===== src/rtl/axi_lite_slave_regfile.sv =====
// AXI-Lite responder with a word-addressed register file exposed on REG_OUT.
// Optional feature macro: AXIL_WSTRB_EN (byte-strobe writes; REG_WIDTH must be 32).
module axi_lite_slave_regfile #(
    parameter int REG_WIDTH  = 32,
    parameter int ADDR_WIDTH = 32,
    parameter int NUM_REGS   = 8
) (
    input  logic                          ACLK,
    input  logic                          ARESETN,
    input  logic [ADDR_WIDTH-1:0]         AWADDR,
    input  logic                          AWVALID,
    output logic                          AWREADY,
    input  logic [REG_WIDTH-1:0]          WDATA,
    input  logic [REG_WIDTH/8-1:0]        WSTRB,
    input  logic                          WVALID,
    output logic                          WREADY,
    output logic [1:0]                    BRESP,
    output logic                          BVALID,
    input  logic                          BREADY,
    input  logic [ADDR_WIDTH-1:0]         ARADDR,
    input  logic                          ARVALID,
    output logic                          ARREADY,
    output logic [REG_WIDTH-1:0]          RDATA,
    output logic [1:0]                    RRESP,
    output logic                          RVALID,
    input  logic                          RREADY,
    output logic [NUM_REGS*REG_WIDTH-1:0] REG_OUT
);

    localparam int IDX_W  = $clog2(NUM_REGS);
    localparam int STRB_W = REG_WIDTH / 8;
    localparam logic [1:0] RESP_OKAY   = 2'b00;
    localparam logic [1:0] RESP_SLVERR = 2'b10;

    typedef enum logic {W_IDLE = 1'b0, W_RESP = 1'b1} w_state_t;
    typedef enum logic {R_IDLE = 1'b0, R_DATA = 1'b1} r_state_t;

    function automatic logic addr_in_range(input logic [ADDR_WIDTH-1:0] addr);
        return addr < ADDR_WIDTH'(NUM_REGS * 4);
    endfunction

`ifdef AXIL_WSTRB_EN
    function automatic logic [REG_WIDTH-1:0] merge_strb(
        input logic [REG_WIDTH-1:0] old_v,
        input logic [REG_WIDTH-1:0] new_v,
        input logic [STRB_W-1:0]    strb
    );
        logic [REG_WIDTH-1:0] res;
        res = old_v;
        for (int b = 0; b < STRB_W; b++) begin
            if (strb[b]) begin
                res[b*8 +: 8] = new_v[b*8 +: 8];
            end
        end
        return res;
    endfunction
`endif

    w_state_t               w_state_q;
    r_state_t               r_state_q;
    logic                   awready_q, wready_q, bvalid_q;
    logic [1:0]             bresp_q;
    logic                   aw_done_q, w_done_q;
    logic [ADDR_WIDTH-1:0]  awaddr_q;
    logic [REG_WIDTH-1:0]   wdata_q;
    logic [STRB_W-1:0]      wstrb_q;
    logic                   arready_q, rvalid_q;
    logic [1:0]             rresp_q;
    logic [REG_WIDTH-1:0]   rdata_q;
    logic [REG_WIDTH-1:0]   regs_q [NUM_REGS];

    logic                   aw_hs_s, w_hs_s, aw_have_s, w_have_s;
    logic [ADDR_WIDTH-1:0]  waddr_s;
    logic [REG_WIDTH-1:0]   wdata_s, wr_val_s;
    logic [STRB_W-1:0]      wstrb_s;
    logic [IDX_W-1:0]       widx_s, ridx_s;

    // A channel handshaking this cycle counts as already latched, so AW+W together resolve on one edge.
    always_comb begin
        aw_hs_s   = AWVALID && awready_q;
        w_hs_s    = WVALID && wready_q;
        aw_have_s = aw_done_q || aw_hs_s;
        w_have_s  = w_done_q || w_hs_s;
        waddr_s   = aw_done_q ? awaddr_q : AWADDR;
        wdata_s   = w_done_q ? wdata_q : WDATA;
        wstrb_s   = w_done_q ? wstrb_q : WSTRB;
        widx_s    = waddr_s[2 +: IDX_W];
        ridx_s    = ARADDR[2 +: IDX_W];
`ifdef AXIL_WSTRB_EN
        wr_val_s  = merge_strb(regs_q[widx_s], wdata_s, wstrb_s);
`else
        wr_val_s  = wdata_s;
`endif
    end

`ifndef AXIL_WSTRB_EN
    logic unused_s;
    assign unused_s = ^wstrb_s;
`endif

    // Write FSM: independent AW/W capture, register update and B response.
    always_ff @(posedge ACLK or negedge ARESETN) begin
        if (!ARESETN) begin
            w_state_q <= W_IDLE;
            awready_q <= 1'b0;
            wready_q  <= 1'b0;
            bvalid_q  <= 1'b0;
            bresp_q   <= RESP_OKAY;
            aw_done_q <= 1'b0;
            w_done_q  <= 1'b0;
            awaddr_q  <= '0;
            wdata_q   <= '0;
            wstrb_q   <= '0;
            for (int i = 0; i < NUM_REGS; i++) begin
                regs_q[i] <= '0;
            end
        end else begin
            case (w_state_q)
                W_IDLE: begin
                    if (aw_have_s && w_have_s) begin
                        if (addr_in_range(waddr_s)) begin
                            regs_q[widx_s] <= wr_val_s;
                            bresp_q        <= RESP_OKAY;
                        end else begin
                            bresp_q        <= RESP_SLVERR;
                        end
                        bvalid_q  <= 1'b1;
                        awready_q <= 1'b0;
                        wready_q  <= 1'b0;
                        aw_done_q <= 1'b0;
                        w_done_q  <= 1'b0;
                        w_state_q <= W_RESP;
                    end else begin
                        if (aw_hs_s) begin
                            awaddr_q  <= AWADDR;
                            aw_done_q <= 1'b1;
                        end
                        if (w_hs_s) begin
                            wdata_q  <= WDATA;
                            wstrb_q  <= WSTRB;
                            w_done_q <= 1'b1;
                        end
                        awready_q <= !aw_have_s;
                        wready_q  <= !w_have_s;
                    end
                end
                W_RESP: begin
                    if (BREADY) begin
                        bvalid_q  <= 1'b0;
                        bresp_q   <= RESP_OKAY;
                        awready_q <= 1'b1;
                        wready_q  <= 1'b1;
                        w_state_q <= W_IDLE;
                    end
                end
                default: begin
                    bvalid_q  <= 1'b0;
                    bresp_q   <= RESP_OKAY;
                    awready_q <= 1'b0;
                    wready_q  <= 1'b0;
                    aw_done_q <= 1'b0;
                    w_done_q  <= 1'b0;
                    w_state_q <= W_IDLE;
                end
            endcase
        end
    end

    // Read FSM: registers the addressed value (pre-write on a same-edge write) and holds it until RREADY.
    always_ff @(posedge ACLK or negedge ARESETN) begin
        if (!ARESETN) begin
            r_state_q <= R_IDLE;
            arready_q <= 1'b0;
            rvalid_q  <= 1'b0;
            rresp_q   <= RESP_OKAY;
            rdata_q   <= '0;
        end else begin
            case (r_state_q)
                R_IDLE: begin
                    if (ARVALID && arready_q) begin
                        if (addr_in_range(ARADDR)) begin
                            rdata_q <= regs_q[ridx_s];
                            rresp_q <= RESP_OKAY;
                        end else begin
                            rdata_q <= '0;
                            rresp_q <= RESP_SLVERR;
                        end
                        rvalid_q  <= 1'b1;
                        arready_q <= 1'b0;
                        r_state_q <= R_DATA;
                    end else begin
                        arready_q <= 1'b1;
                    end
                end
                R_DATA: begin
                    if (RREADY) begin
                        rvalid_q  <= 1'b0;
                        rdata_q   <= '0;
                        rresp_q   <= RESP_OKAY;
                        arready_q <= 1'b1;
                        r_state_q <= R_IDLE;
                    end
                end
                default: begin
                    rvalid_q  <= 1'b0;
                    rdata_q   <= '0;
                    rresp_q   <= RESP_OKAY;
                    arready_q <= 1'b0;
                    r_state_q <= R_IDLE;
                end
            endcase
        end
    end

    assign AWREADY = awready_q;
    assign WREADY  = wready_q;
    assign BVALID  = bvalid_q;
    assign BRESP   = bresp_q;
    assign ARREADY = arready_q;
    assign RVALID  = rvalid_q;
    assign RRESP   = rresp_q;
    assign RDATA   = rdata_q;

    for (genvar g = 0; g < NUM_REGS; g++) begin : g_reg_out
        assign REG_OUT[g*REG_WIDTH +: REG_WIDTH] = regs_q[g];
    end

endmodule


===== config.mk =====
export PLATFORM = sky130hd
export DESIGN_NAME = axi_lite_slave_regfile
export DESIGN_NICKNAME = d
export VERILOG_FILES = /design/src/rtl/axi_lite_slave_regfile.sv
export SDC_FILE = /design/constraint.sdc
export NUM_CORES = 1
export LEC_CHECK = 0
export CAP_MARGIN = 20
export CORE_UTILIZATION = 35
export DETAILED_ROUTE_END_ITERATION = 10
export GPL_ROUTABILITY_DRIVEN = 0
export PLACE_DENSITY_LB_ADDON = 0.12
export SETUP_SLACK_MARGIN = 0.15
export SYNTH_ARGS = -nofsm -noshare
export SYNTH_HDL_FRONTEND = slang
export SYNTH_SLANG_ARGS = --single-unit

===== constraint.sdc =====
create_clock -name ACLK -period 3.42 [get_ports ACLK]
set_input_delay 0.684 -clock ACLK [delete_from_list [all_inputs] [get_ports ACLK]]
set_output_delay 0.684 -clock ACLK [all_outputs]
set_load 0.05 [all_outputs]

Word-level counts from Yosys, hierarchy flattened
Cells that the tools add are included.
{ "totals": {"register_bits": 365, "in_bits": 107, "output_inout_bits": 297} }
{ "classes": {"n_lt_le_gt_ge": 5, "n_eq_ne": 4, "n_mux": 44, "bitwise": 5, "reduce_logical": 18} }
{ "ops": {"columns": ["operator", "count"], "rows": [
  ["$bwmux 256", 1],
  ["$mux 32", 8],
  ["$bmux 32 s3", 1],
  ["$demux 32 s3", 1],
  ["$lt 32x6->1 const B", 2],
  ["$pmux 32 s2", 1],
  ["$mux 1", 17],
  ["$pmux 1 s2", 7],
  ["$mux 2", 6],
  ["$reduce_and 3->1", 3],
  ["$ge 4x4->1 const B", 2],
  ["$ne 2x2->1 const B", 4],
  ["$not 3->4", 2],
  ["$pmux 2 s2", 2],
  ["$reduce_and 2->1", 4],
  ["$logic_and 1x1->1", 5],
  ["$lt 4x1->1 const B", 1],
  ["$reduce_bool 2->1", 2],
  ["$not 1->1", 3],
  ["$logic_not 1->1", 2],
  ["$logic_or 1x1->1", 2]
]} }

Depth between registers and ports, before layout
Gate-level depths: netlist (run 1).
{ "depth": {"ltp_word": 7, "depth_mapped": 8} }

Least setup slack after synthesis (run 1)
No wires, ideal clock.
{ "synth_timing": {"path_kind": "flip-flop to flip-flop", "start": "reg wready_q, in the netlist WREADY", "end": "reg regs_q, in the netlist REG_OUT[166]", "arrival_ns": 2.271, "t_required_ns": 3.292, "path_slack_ns": 1.021, "path_stages_with_launch": 8, "cell_sequence": "dfrtp_1 a21oi_1 or3_1 clkbuf_1 nor2b_1 nand4_1 buf_2 mux2_1"} }
{ "synth_via": {"elab_chain_len": 4} }
{ "synth_rtl": {"columns": ["element", "line_no", "rtl"], "rows": [
  ["start: declaration", "61", "logic awready_q, wready_q, bvalid_q;"],
  ["start signal: assignment", "144", "wready_q <= !w_have_s;"],
  ["$logic_and 1x1->1", "81", "w_hs_s = WVALID && wready_q;"],
  ["$logic_or 1x1->1", "83", "w_have_s = w_done_q || w_hs_s;"],
  ["$logic_and 1x1->1", "120", "if (aw_have_s && w_have_s) begin"],
  ["$reduce_and 3->1 (no source line)", null, null],
  ["end signal: indexed assignment", "122", "regs_q[widx_s] <= wr_val_s;"],
  ["end: declaration", "70", "logic [REG_WIDTH-1:0] regs_q [NUM_REGS];"]
]} }
No other way between the ends.
A chain may end at the register's enable or synchronous reset.

Worst setup path in the final report (run 1)
{ "layout_timing": {"start": "reg aw_done_q", "end": "reg regs_q, in the netlist REG_OUT[234]"} }
{ "layout_via": {"elab_chain_len": 7, "word_cells_on_any_way": 12, "classes_between": "order compare: 3; mux: 4; bitwise: 1; reduce/logical: 4"} }
{ "layout_rtl": {"columns": ["element", "line_no", "rtl"], "rows": [
  ["start: declaration", "63", "logic aw_done_q, w_done_q;"],
  ["start signal: assignment", "109", "aw_done_q <= 1'b0;"],
  ["start signal: assignment", "130", "aw_done_q <= 1'b0;"],
  ["start signal: assignment", "136", "aw_done_q <= 1'b1;"],
  ["branches (longest 7 deep; another with $lt 32x6->1)", null, null]
]} }
Several ways; the timed one is not identified.

==> flow_summary.html, run 1 <==
<table>
<tr><th>Metric</th><th>Value</th></tr>
<tr><th colspan="2">Drt</th></tr>
<tr><td>Via count</td><td>10552</td></tr>
<tr><td>First DRT Iteration DRCs</td><td>between 500 and 600</td></tr>
<tr><td>Count of TritonRoute iterations in the first routing pass</td><td>4</td></tr>
<tr><td>Antenna violation net count after detailed routing</td><td>0</td></tr>
<tr><td>Final WL</td><td>between 40 and 50 mm</td></tr>
<tr><td>Average routed wire per standard cell</td><td>around 24 um</td></tr>
<tr><td>DRC errors left</td><td>0</td></tr>
<tr><td>Detailed-route vias per instance</td><td>between 5 and 6</td></tr>
<tr><th colspan="2">Worst setup path</th></tr>
<tr><td>Cells on worst reg2reg path</td><td>6</td></tr>
<tr><td>Crit end category</td><td>flop</td></tr>
<tr><td>Setup slack of the most critical reg-to-reg path</td><td>840 ps</td></tr>
<tr><td>Worst r2r src</td><td>aw_done_q</td></tr>
<tr><td>Startpoint types</td><td>flop</td></tr>
<tr><td>CP Class</td><td>flop to flop</td></tr>
<tr><td>Arrival time of the worst setup path</td><td>about 3000 ps</td></tr>
<tr><td>Cells along the critical path</td><td>nor4b_1 &gt; nand2_1 &gt; a2111oi_4 &gt; nand4_1 &gt; buf_12 &gt; mux2_1</td></tr>
<tr><td>Top fanout value on the critical path</td><td>32</td></tr>
<tr><td>Stage delay of the slowest cell on the critical path</td><td>~680 ps</td></tr>
<tr><td>Terminus of the critical flop-to-flop path</td><td>REG_OUT[234]</td></tr>
<tr><td>Slowest cell on the critical path</td><td>sky130_fd_sc_hd__dfrtp_1</td></tr>
<tr><td>Critical path data required time</td><td>about 3800 ps</td></tr>
<tr><th colspan="2">CTS</th></tr>
<tr><td>Buffer count from post-CTS setup fixing</td><td>0</td></tr>
<tr><td>Clock latency on the worst-skew pair</td><td>between 500 and 600 ps</td></tr>
<tr><td>Cell at the root of the clock tree</td><td>sky130_fd_sc_hd__clkbuf_16</td></tr>
<tr><td>CTS clk-pin slew, worst paths</td><td>around 50 ps</td></tr>
<tr><td>Clock tree from TritonCTS</td><td>yes</td></tr>
<tr><td>Cts bufs inserted</td><td>42</td></tr>
<tr><td>Maximum number of buffers from clock root to sink</td><td>3</td></tr>
<tr><td>Sink count of the clock tree</td><td>between 300 and 400</td></tr>
<tr><td>Quantity of hold-fixing buffers added after cts</td><td>0</td></tr>
<tr><td>Number of H-tree levels</td><td>2</td></tr>
<tr><td>Number of gates resized after cts</td><td>0</td></tr>
<tr><th colspan="2">Global route</th></tr>
<tr><td>Met2 demand-to-capacity share in global routing</td><td>0.3549</td></tr>
<tr><td>Overall fraction of global-route tracks in use</td><td>0.2165</td></tr>
<tr><td>Number of global-route vias before repair</td><td>between 10000 and 15000</td></tr>
<tr><td>Wire length of the first global-routing pass</td><td>75.05 mm</td></tr>
<tr><td>Largest net degree at the start of global routing</td><td>106</td></tr>
<tr><td>Routing usage on met3</td><td>0.05407</td></tr>
<tr><td>Antenna violations before repair</td><td>1</td></tr>
<tr><td>GRT met1 Usage</td><td>0.2783</td></tr>
<tr><td>Layer with the highest usage</td><td>met2</td></tr>
<tr><td>Total grt overflow</td><td>0</td></tr>
<tr><th colspan="2">Final layout</th></tr>
<tr><td>Top library cells by usage in the layout, fill and taps aside</td><td>sky130_fd_sc_hd__clkdlybuf4s50_1 (389), sky130_fd_sc_hd__dfrtp_1 (360), sky130_fd_sc_hd__mux2_2 (333)</td></tr>
<tr><td>FF+latch area</td><td>between 0.009 and 0.01 mm^2</td></tr>
<tr><td>Fillers</td><td>a little under 4000</td></tr>
<tr><td>Layout Area Growth over Synthesis</td><td>38.59%</td></tr>
<tr><td>Final cell count without fillers</td><td>2058</td></tr>
<tr><td>Most common cell after layout, fill and taps aside</td><td>sky130_fd_sc_hd__clkdlybuf4s50_1</td></tr>
<tr><td>Total number of nets in the final design</td><td>around 1500</td></tr>
<tr><td>Footprint of the multi-input gates</td><td>roughly 0.0065 mm^2</td></tr>
<tr><td>Fraction of layout cells with a size suffix above 1</td><td>0.3399</td></tr>
<tr><th colspan="2">Timing</th></tr>
<tr><td>Post-layout minimum cycle time</td><td>approximately 2600 ps</td></tr>
<tr><td>Setup TNS</td><td>0 ps</td></tr>
<tr><td>Final worst-path cycle share</td><td>0.7536</td></tr>
<tr><td>Relative slew margins</td><td>0.4018</td></tr>
<tr><td>Setup repair after global routing missed its margin</td><td>false</td></tr>
<tr><td>Slew at the pin with the worst max-slew slack</td><td>897.4 ps</td></tr>
<tr><td>Post-layout worst setup margin</td><td>842.7 ps</td></tr>
<tr><td>Hold WS</td><td>~210 ps</td></tr>
<tr><td>Max Transition Viols Final</td><td>0</td></tr>
<tr><td>Final Hold Fails</td><td>0</td></tr>
<tr><td>Max Clk Rate</td><td>0.3880 GHz</td></tr>
<tr><td>Number of setup violations in the final report</td><td>0</td></tr>
<tr><td>Clk_skew</td><td>8.255 ps</td></tr>
<tr><th colspan="2">Placed design</th></tr>
<tr><td>Number of buffers added on ports</td><td>approximately 390</td></tr>
<tr><td>DP Cell Count</td><td>roughly 2000</td></tr>
<tr><td>Setup slack at placement</td><td>~330 ps</td></tr>
<tr><td>Post-detailed-placement half-perimeter wirelength</td><td>32.19 mm</td></tr>
<tr><th colspan="2">Die</th></tr>
<tr><td>Die boundary width</td><td>roughly 210 um</td></tr>
<tr><td>Die ar.</td><td>0.04615 mm^2</td></tr>
<tr><td>Ports</td><td>about 400</td></tr>
<tr><td>Core area</td><td>between 0.04 and 0.05 mm^2</td></tr>
<tr><td>Height of the die</td><td>approximately 210 um</td></tr>
<tr><td>Starting utilization of the core area</td><td>0.3569</td></tr>
<tr><td>Rows</td><td>77</td></tr>
<tr><th colspan="2">Synth</th></tr>
<tr><td>Synthesized area divided by synthesized cell count</td><td>approximately 15 um^2</td></tr>
<tr><td>Share of synthesized area occupied by flip-flops and latches</td><td>0.5699</td></tr>
<tr><td>EDFF count, synth</td><td>0</td></tr>
<tr><td>Most common flop cell mapped by yosys</td><td>sky130_fd_sc_hd__dfrtp_1</td></tr>
<tr><td>Syn Inst Count</td><td>between 1000 and 1500</td></tr>
<tr><td>Flip-flop and latch count after synthesis</td><td>between 300 and 400</td></tr>
<tr><td>Syn Std Cell Area</td><td>0.01585 mm^2</td></tr>
<tr><td>Asr flop ratio synth</td><td>1.000</td></tr>
<tr><td>Synth cell types</td><td>35</td></tr>
<tr><td>Yosys warning count</td><td>0</td></tr>
<tr><th colspan="2">Hold path</th></tr>
<tr><td>Worst min-delay path class</td><td>primary input to asynchronous set/reset pin</td></tr>
<tr><th colspan="2">Pwr</th></tr>
<tr><td>Peak VDD IR</td><td>roughly 0.33 mV</td></tr>
<tr><td>Pwr Density</td><td>~510 mW/mm^2</td></tr>
<tr><td>Static power due to leakage</td><td>9.904 nW</td></tr>
<tr><th colspan="2">Flow run</th></tr>
<tr><td>Maxcap violations</td><td>0</td></tr>
<tr><th colspan="2">Run status</th></tr>
<tr><td>Result of the run</td><td>finished clean</td></tr>
</table>
## metal layers
metal	vias up	wire length, um
met5	-	0
met3	74	3011
met2	295	23870
met1	5531	21260
li1	4652	-
met4	0	1305
## synth_stat cells, types with 4 or more instances
cell type / n / share of area
sky130_fd_sc_hd__a21oi_1: 8 / 0.0025
sky130_fd_sc_hd__buf_1: 8 / 0.0019
sky130_fd_sc_hd__buf_2: 32 / 0.010
sky130_fd_sc_hd__clkbuf_1: 20 / 0.0047
sky130_fd_sc_hd__dfrtp_1: 361 / 0.57
sky130_fd_sc_hd__inv_1: 4 / 0.00095
sky130_fd_sc_hd__mux2_1: 17 / 0.012
sky130_fd_sc_hd__mux2_2: 333 / 0.24
sky130_fd_sc_hd__mux2i_1: 32 / 0.020
sky130_fd_sc_hd__mux4_2: 64 / 0.091
sky130_fd_sc_hd__nand2_1: 47 / 0.011
sky130_fd_sc_hd__nand2b_1: 4 / 0.0016
sky130_fd_sc_hd__nand4_1: 9 / 0.0036
sky130_fd_sc_hd__nor2_1: 14 / 0.0033
sky130_fd_sc_hd__nor4_1: 17 / 0.0067
sky130_fd_sc_hd__o21ai_0: 33 / 0.010
sky130_fd_sc_hd__o22ai_1: 4 / 0.0016
## logic make-up (layout without fill, tap and decap cells)
family / after synthesis / count (layout) / share of synthesized area
AND/OR/NAND/NOR: 102 / 102 / 0.03071
flip-flops: 361 / 361 / 0.5699
other: 1 / 3 / 0.0002366
AO/OA/AOI/OAI: 54 / 54 / 0.02076
buffers and inverters: 66 / 500 / 0.01863
multiplexers: 446 / 446 / 0.3598
## worst max-delay path: cells and delay by family (launching register included)
kind            cells  cell delay, ps
mux                 1             350
simple gates        3             670
compound gates      1             480
flops               1             680
buf+inv             1             250
## registers in the layout (all words and copies together) (netlist names), 30 cells and up
name and flops:
REG_OUT 256, wdata_q 32, RDATA 32, awaddr_q 30
## worst max-delay path by stage
stage                     from  cells after the start      endpoint
floorplan               WREADY                      7  REG_OUT[166]
global placement    AWADDR[25]                      7   REG_OUT[25]
detailed placement  AWADDR[25]                      7   REG_OUT[25]
CTS                  aw_done_q                      6  REG_OUT[234]
global route         aw_done_q                      6  REG_OUT[236]
finish               aw_done_q                      6  REG_OUT[234]
## cell type report
class                   count  share of cell area
well taps                 592             0.03372
clock inverters             7            0.001823
flip-flops and latches    361              0.4113
inverters                   4           0.0006834
repair buffers            426              0.1981
multi-input cells         604              0.2977
clock buffers              63             0.05661
diodes                      1           0.0001139
## where the power goes
group | switching, mW | internal, mW | leakage (nW)
sequential | 0.253 | 4.71 | 4.89
clock | 1.74 | 2.49 | 0.626
combinational | 1.15 | 0.901 | 4.39
total | 3.14 | 8.11 | 9.90
## per-stage QoR
stage	utilization	total power [mW]	instance area [um^2]
after detailed placement	0.4657	7.127	20680
after floorplan	-	6.315	15860
after global routing	0.4946	11.78	21970
after global placement	0.4657	7.063	20680
after CTS	0.4946	11.42	21970
final	0.4946	11.25	21970
No activity file was read; power rests on OpenSTA's default activity.
==> inputs of run 2 (changes only) <==
clock period = 2.48 ns   (was 3.42 ns; I/O delays follow)
==> run 2 against run 1 <==
  * Clock skew up 6.7 ps
  * Largest power group unchanged
  * First-iteration DRC count down 2.1%
  * Total power up 46%
  * Clock power rose by 54%
  * Worst setup slack lost 710 ps
  * Via count grew 2.6%
  * Sequential share of layout area fell by 1.3 points
  * Routed wire length rose by 5.7%
  * Combinational power up 47%
==> flow_summary.html, run 2 (synthesized netlist as in run 1, its figures left out) <==
<table>
<tr><th>Metric</th><th>Value</th></tr>
<tr><th colspan="2">Run status</th></tr>
<tr><td>Result of the run</td><td>finished clean</td></tr>
<tr><th colspan="2">Drt</th></tr>
<tr><td>Final WL</td><td>52.26 mm (+5.7%)</td></tr>
<tr><td>Detailed-route vias per instance</td><td>5.167 (+0.77%)</td></tr>
<tr><td>Count of TritonRoute iterations in the first routing pass</td><td>4 (unchanged)</td></tr>
<tr><td>DRC errors left</td><td>0 (unchanged)</td></tr>
<tr><td>Average routed wire per standard cell</td><td>24.93 um (+3.8%)</td></tr>
<tr><td>Via count</td><td>10830 (+2.6%)</td></tr>
<tr><td>First DRT Iteration DRCs</td><td>520 (-2.1%)</td></tr>
<tr><td>Antenna violation net count after detailed routing</td><td>0 (unchanged)</td></tr>
<tr><th colspan="2">Timing</th></tr>
<tr><td>Number of setup violations in the final report</td><td>0 (unchanged)</td></tr>
<tr><td>Max Transition Viols Final</td><td>0 (unchanged)</td></tr>
<tr><td>Max Clk Rate</td><td>0.4258 GHz (+9.7%)</td></tr>
<tr><td>Setup repair after global routing missed its margin</td><td>true</td></tr>
<tr><td>Final Hold Fails</td><td>0 (unchanged)</td></tr>
<tr><td>Post-layout minimum cycle time</td><td>2348 ps (-228.9 ps)</td></tr>
<tr><td>Slew at the pin with the worst max-slew slack</td><td>1089 ps (+191.5 ps)</td></tr>
<tr><td>Clk_skew</td><td>14.95 ps (+6.694 ps)</td></tr>
<tr><td>Relative slew margins</td><td>0.2725 (-0.1293)</td></tr>
<tr><td>Final worst-path cycle share</td><td>0.9470 (+0.1934)</td></tr>
<tr><th colspan="2">Worst setup path</th></tr>
<tr><td>Slowest cell on the critical path</td><td>sky130_fd_sc_hd__dfrtp_1</td></tr>
<tr><td>Arrival time of the worst setup path</td><td>2780 ps (-220 ps)</td></tr>
<tr><td>Setup slack of the most critical reg-to-reg path</td><td>130 ps (-710 ps)</td></tr>
<tr><td>Critical path data required time</td><td>2910 ps (-930 ps)</td></tr>
<tr><td>CP dominant cell by count</td><td>sky130_fd_sc_hd__buf_4</td></tr>
<tr><td>Startpoint types</td><td>flop</td></tr>
<tr><td>CP Class</td><td>flop to flop</td></tr>
<tr><td>Cell family with the largest share of critical-path delay</td><td>buffers and inverters</td></tr>
<tr><td>Terminus of the critical flop-to-flop path</td><td>REG_OUT[187]</td></tr>
<tr><td>Cells along the critical path</td><td>nor4_2 &gt; a22oi_2 &gt; buf_4 &gt; a2111oi_4 &gt; buf_4 &gt; nand4_1 &gt; buf_6 &gt; clkbuf_16 &gt; mux2_2</td></tr>
<tr><td>Worst r2r src</td><td>awaddr_q[12]</td></tr>
<tr><td>Cells on worst reg2reg path</td><td>9 (+3)</td></tr>
<tr><td>Worst path buffer plus inverter count</td><td>4 (+3)</td></tr>
<tr><td>Crit end category</td><td>flop</td></tr>
<tr><td>Top fanout value on the critical path</td><td>10 (-69%)</td></tr>
<tr><td>Number of cells on the critical path</td><td>9 (+3)</td></tr>
<tr><td>Stage delay of the slowest cell on the critical path</td><td>390 ps (-290 ps)</td></tr>
<tr><th colspan="2">Global route</th></tr>
<tr><td>Largest net degree at the start of global routing</td><td>76 (-28%)</td></tr>
<tr><td>Total grt overflow</td><td>0 (unchanged)</td></tr>
<tr><td>Overall fraction of global-route tracks in use</td><td>0.2228 (+0.006289)</td></tr>
<tr><td>Antenna violations before repair</td><td>1 (unchanged)</td></tr>
<tr><td>Number of global-route vias before repair</td><td>11378 (-0.51%)</td></tr>
<tr><td>Wire length of the first global-routing pass</td><td>76.49 mm (+1.9%)</td></tr>
<tr><th colspan="2">Pwr</th></tr>
<tr><td>Pwr Density</td><td>722.6 mW/mm^2 (+41%)</td></tr>
<tr><td>Static power due to leakage</td><td>10.76 nW (+8.6%)</td></tr>
<tr><td>Peak VDD IR</td><td>0.4828 mV (+46%)</td></tr>
<tr><td>Total power</td><td>16.40 mW (+46%)</td></tr>
<tr><th colspan="2">Final layout</th></tr>
<tr><td>Largest register FFs</td><td>256 (unchanged)</td></tr>
<tr><td>Final cell count without fillers</td><td>2096 (+1.8%)</td></tr>
<tr><td>Top library cells by usage in the layout, fill and taps aside</td><td>sky130_fd_sc_hd__dfrtp_1 (358), sky130_fd_sc_hd__clkdlybuf4s50_1 (347), sky130_fd_sc_hd__mux2_2 (333)</td></tr>
<tr><td>Fraction of layout cells with a size suffix above 1</td><td>0.3717 (+0.03174)</td></tr>
<tr><td>Fillers</td><td>3816 (-3.1%)</td></tr>
<tr><td>Most common cell after layout, fill and taps aside</td><td>sky130_fd_sc_hd__dfrtp_1</td></tr>
<tr><td>FF+latch area</td><td>0.009037 mm^2 (about the same)</td></tr>
<tr><td>Footprint of the multi-input gates</td><td>0.006615 mm^2 (+1.1%)</td></tr>
<tr><td>Layout Area Growth over Synthesis</td><td>43.18%</td></tr>
<tr><td>Number of inserted diodes</td><td>0 (-1)</td></tr>
<tr><td>Total number of nets in the final design</td><td>1581 (+2.3%)</td></tr>
<tr><th colspan="2">Placed design</th></tr>
<tr><td>DP Cell Count</td><td>2009 (+1.1%)</td></tr>
<tr><td>Number of buffers added on ports</td><td>393 (unchanged)</td></tr>
<tr><td>Post-detailed-placement half-perimeter wirelength</td><td>34.41 mm (+6.9%)</td></tr>
<tr><th colspan="2">CTS</th></tr>
<tr><td>Cell at the root of the clock tree</td><td>sky130_fd_sc_hd__clkbuf_16</td></tr>
<tr><td>Maximum number of buffers from clock root to sink</td><td>3 (unchanged)</td></tr>
<tr><td>CTS clk-pin slew, worst paths</td><td>50 ps (about the same)</td></tr>
<tr><td>Clock tree from TritonCTS</td><td>yes</td></tr>
<tr><td>Number of H-tree levels</td><td>2 (unchanged)</td></tr>
<tr><td>Clock latency on the worst-skew pair</td><td>560 ps (about the same)</td></tr>
<tr><td>Sink count of the clock tree</td><td>361 (unchanged)</td></tr>
<tr><td>Cts bufs inserted</td><td>43 (+2.4%)</td></tr>
<tr><th colspan="2">Die</th></tr>
<tr><td>Core area</td><td>0.04441 mm^2 (unchanged)</td></tr>
<tr><td>Die ar.</td><td>0.04615 mm^2 (unchanged)</td></tr>
<tr><td>Height of the die</td><td>214.8 um (unchanged)</td></tr>
<tr><td>Rows</td><td>77 (unchanged)</td></tr>
<tr><td>Die boundary width</td><td>214.8 um (unchanged)</td></tr>
<tr><td>Ports</td><td>404 (unchanged)</td></tr>
<tr><td>Starting utilization of the core area</td><td>0.3569 (unchanged)</td></tr>
<tr><th colspan="2">Flow run</th></tr>
<tr><td>Maxcap violations</td><td>0 (unchanged)</td></tr>
<tr><th colspan="2">Hold path</th></tr>
<tr><td>Worst min-delay path class</td><td>primary input to asynchronous set/reset pin</td></tr>
</table>
run 2: cell types whose count changed in the layout (fill, tap and decap cells not counted), moves of 6 or more:
cell                              change
sky130_fd_sc_hd__buf_6               +11
sky130_fd_sc_hd__nor4_1               -6
sky130_fd_sc_hd__dlymetal6s2s_1      +23
sky130_fd_sc_hd__dlygate4sd2_1       +17
sky130_fd_sc_hd__nor4_2               +6
sky130_fd_sc_hd__clkdlybuf4s50_1     -42
sky130_fd_sc_hd__buf_4               +14
run 2: layout make-up:
cell class / instances / area share
flip-flops and latches: 361 / 0.3982
multi-input cells: 604 / 0.2915
repair buffers: 460 / 0.2127
clock buffers: 61 / 0.05535
well taps: 592 / 0.03264
clock inverters: 14 / 0.008986
inverters: 4 / 0.0006616
run 2: worst max-delay path by stage:
stage | from | end | slack [ps]
after floorplan | AWREADY | REG_OUT[166] | 150
after global placement | AWADDR[11] | REG_OUT[143] | -600
after detailed placement | AWADDR[11] | REG_OUT[148] | -670
after CTS | aw_done_q | REG_OUT[137] | 130
after global routing | awaddr_q[12] | REG_OUT[178] | 30
final | awaddr_q[12] | REG_OUT[187] | 130
run 2: repair_timing:
action / 4_1_cts / 5_1_grt
gates cloned: 0 / 6
hold buffers: 1 / 0
endpoints found under the setup margin: 252 / 279
hold endpoints to repair: 28 / 0
resized for setup: 24 / 66
pin swaps: 1 / 5
buffers inserted: 1 / 4
run 2: per-layer routing:
layer,wire length [um],track usage,vias up,share of wire
met1,22520,0.2896,5737,0.43
met2,25370,0.3701,311,0.49
met4,1001,0.05976,2,0.019
li1,-,-,4718,-
met3,3356,0.05506,62,0.064
met5,8,0,-,0.00015
run 2: where the power goes:
part | total, mW | internal (mW) | switching (mW)
clock network | 6.52 | 4.03 | 2.49
logic | 3.01 | 1.33 | 1.68
registers | 6.87 | 6.50 | 0.365
total | 16.4 | 11.9 | 4.53
run 2: per-stage QoR:
| stage | TNS, ps | setup slack [ps] | hold slack, ps | instance area (um^2) | util |
|---|---|---|---|---|---|
| 4_1_cts | 0 | 131.5 | 435.8 | 22300 | 0.5020 |
| 2_1_floorplan | 0 | 150.2 | 200.4 | 15860 | - |
| 6_report | 0 | 131.5 | 443.3 | 22700 | 0.5110 |
| 5_1_grt | 0 | 26.52 | 454.8 | 22700 | 0.5110 |
| 3_3_place_gp | -125480 | -601.2 | 421.6 | 20820 | 0.4687 |
| 3_5_place_dp | -136980 | -674.8 | 428.4 | 20820 | 0.4687 |
run 2: worst reg2reg max path, delay by kind of cell, from the launching register on:
kind	cells	cell delay (ps)
buf+inv	4	730
mux	1	270
compound gates	2	400
simple gates	2	430
flops	1	390
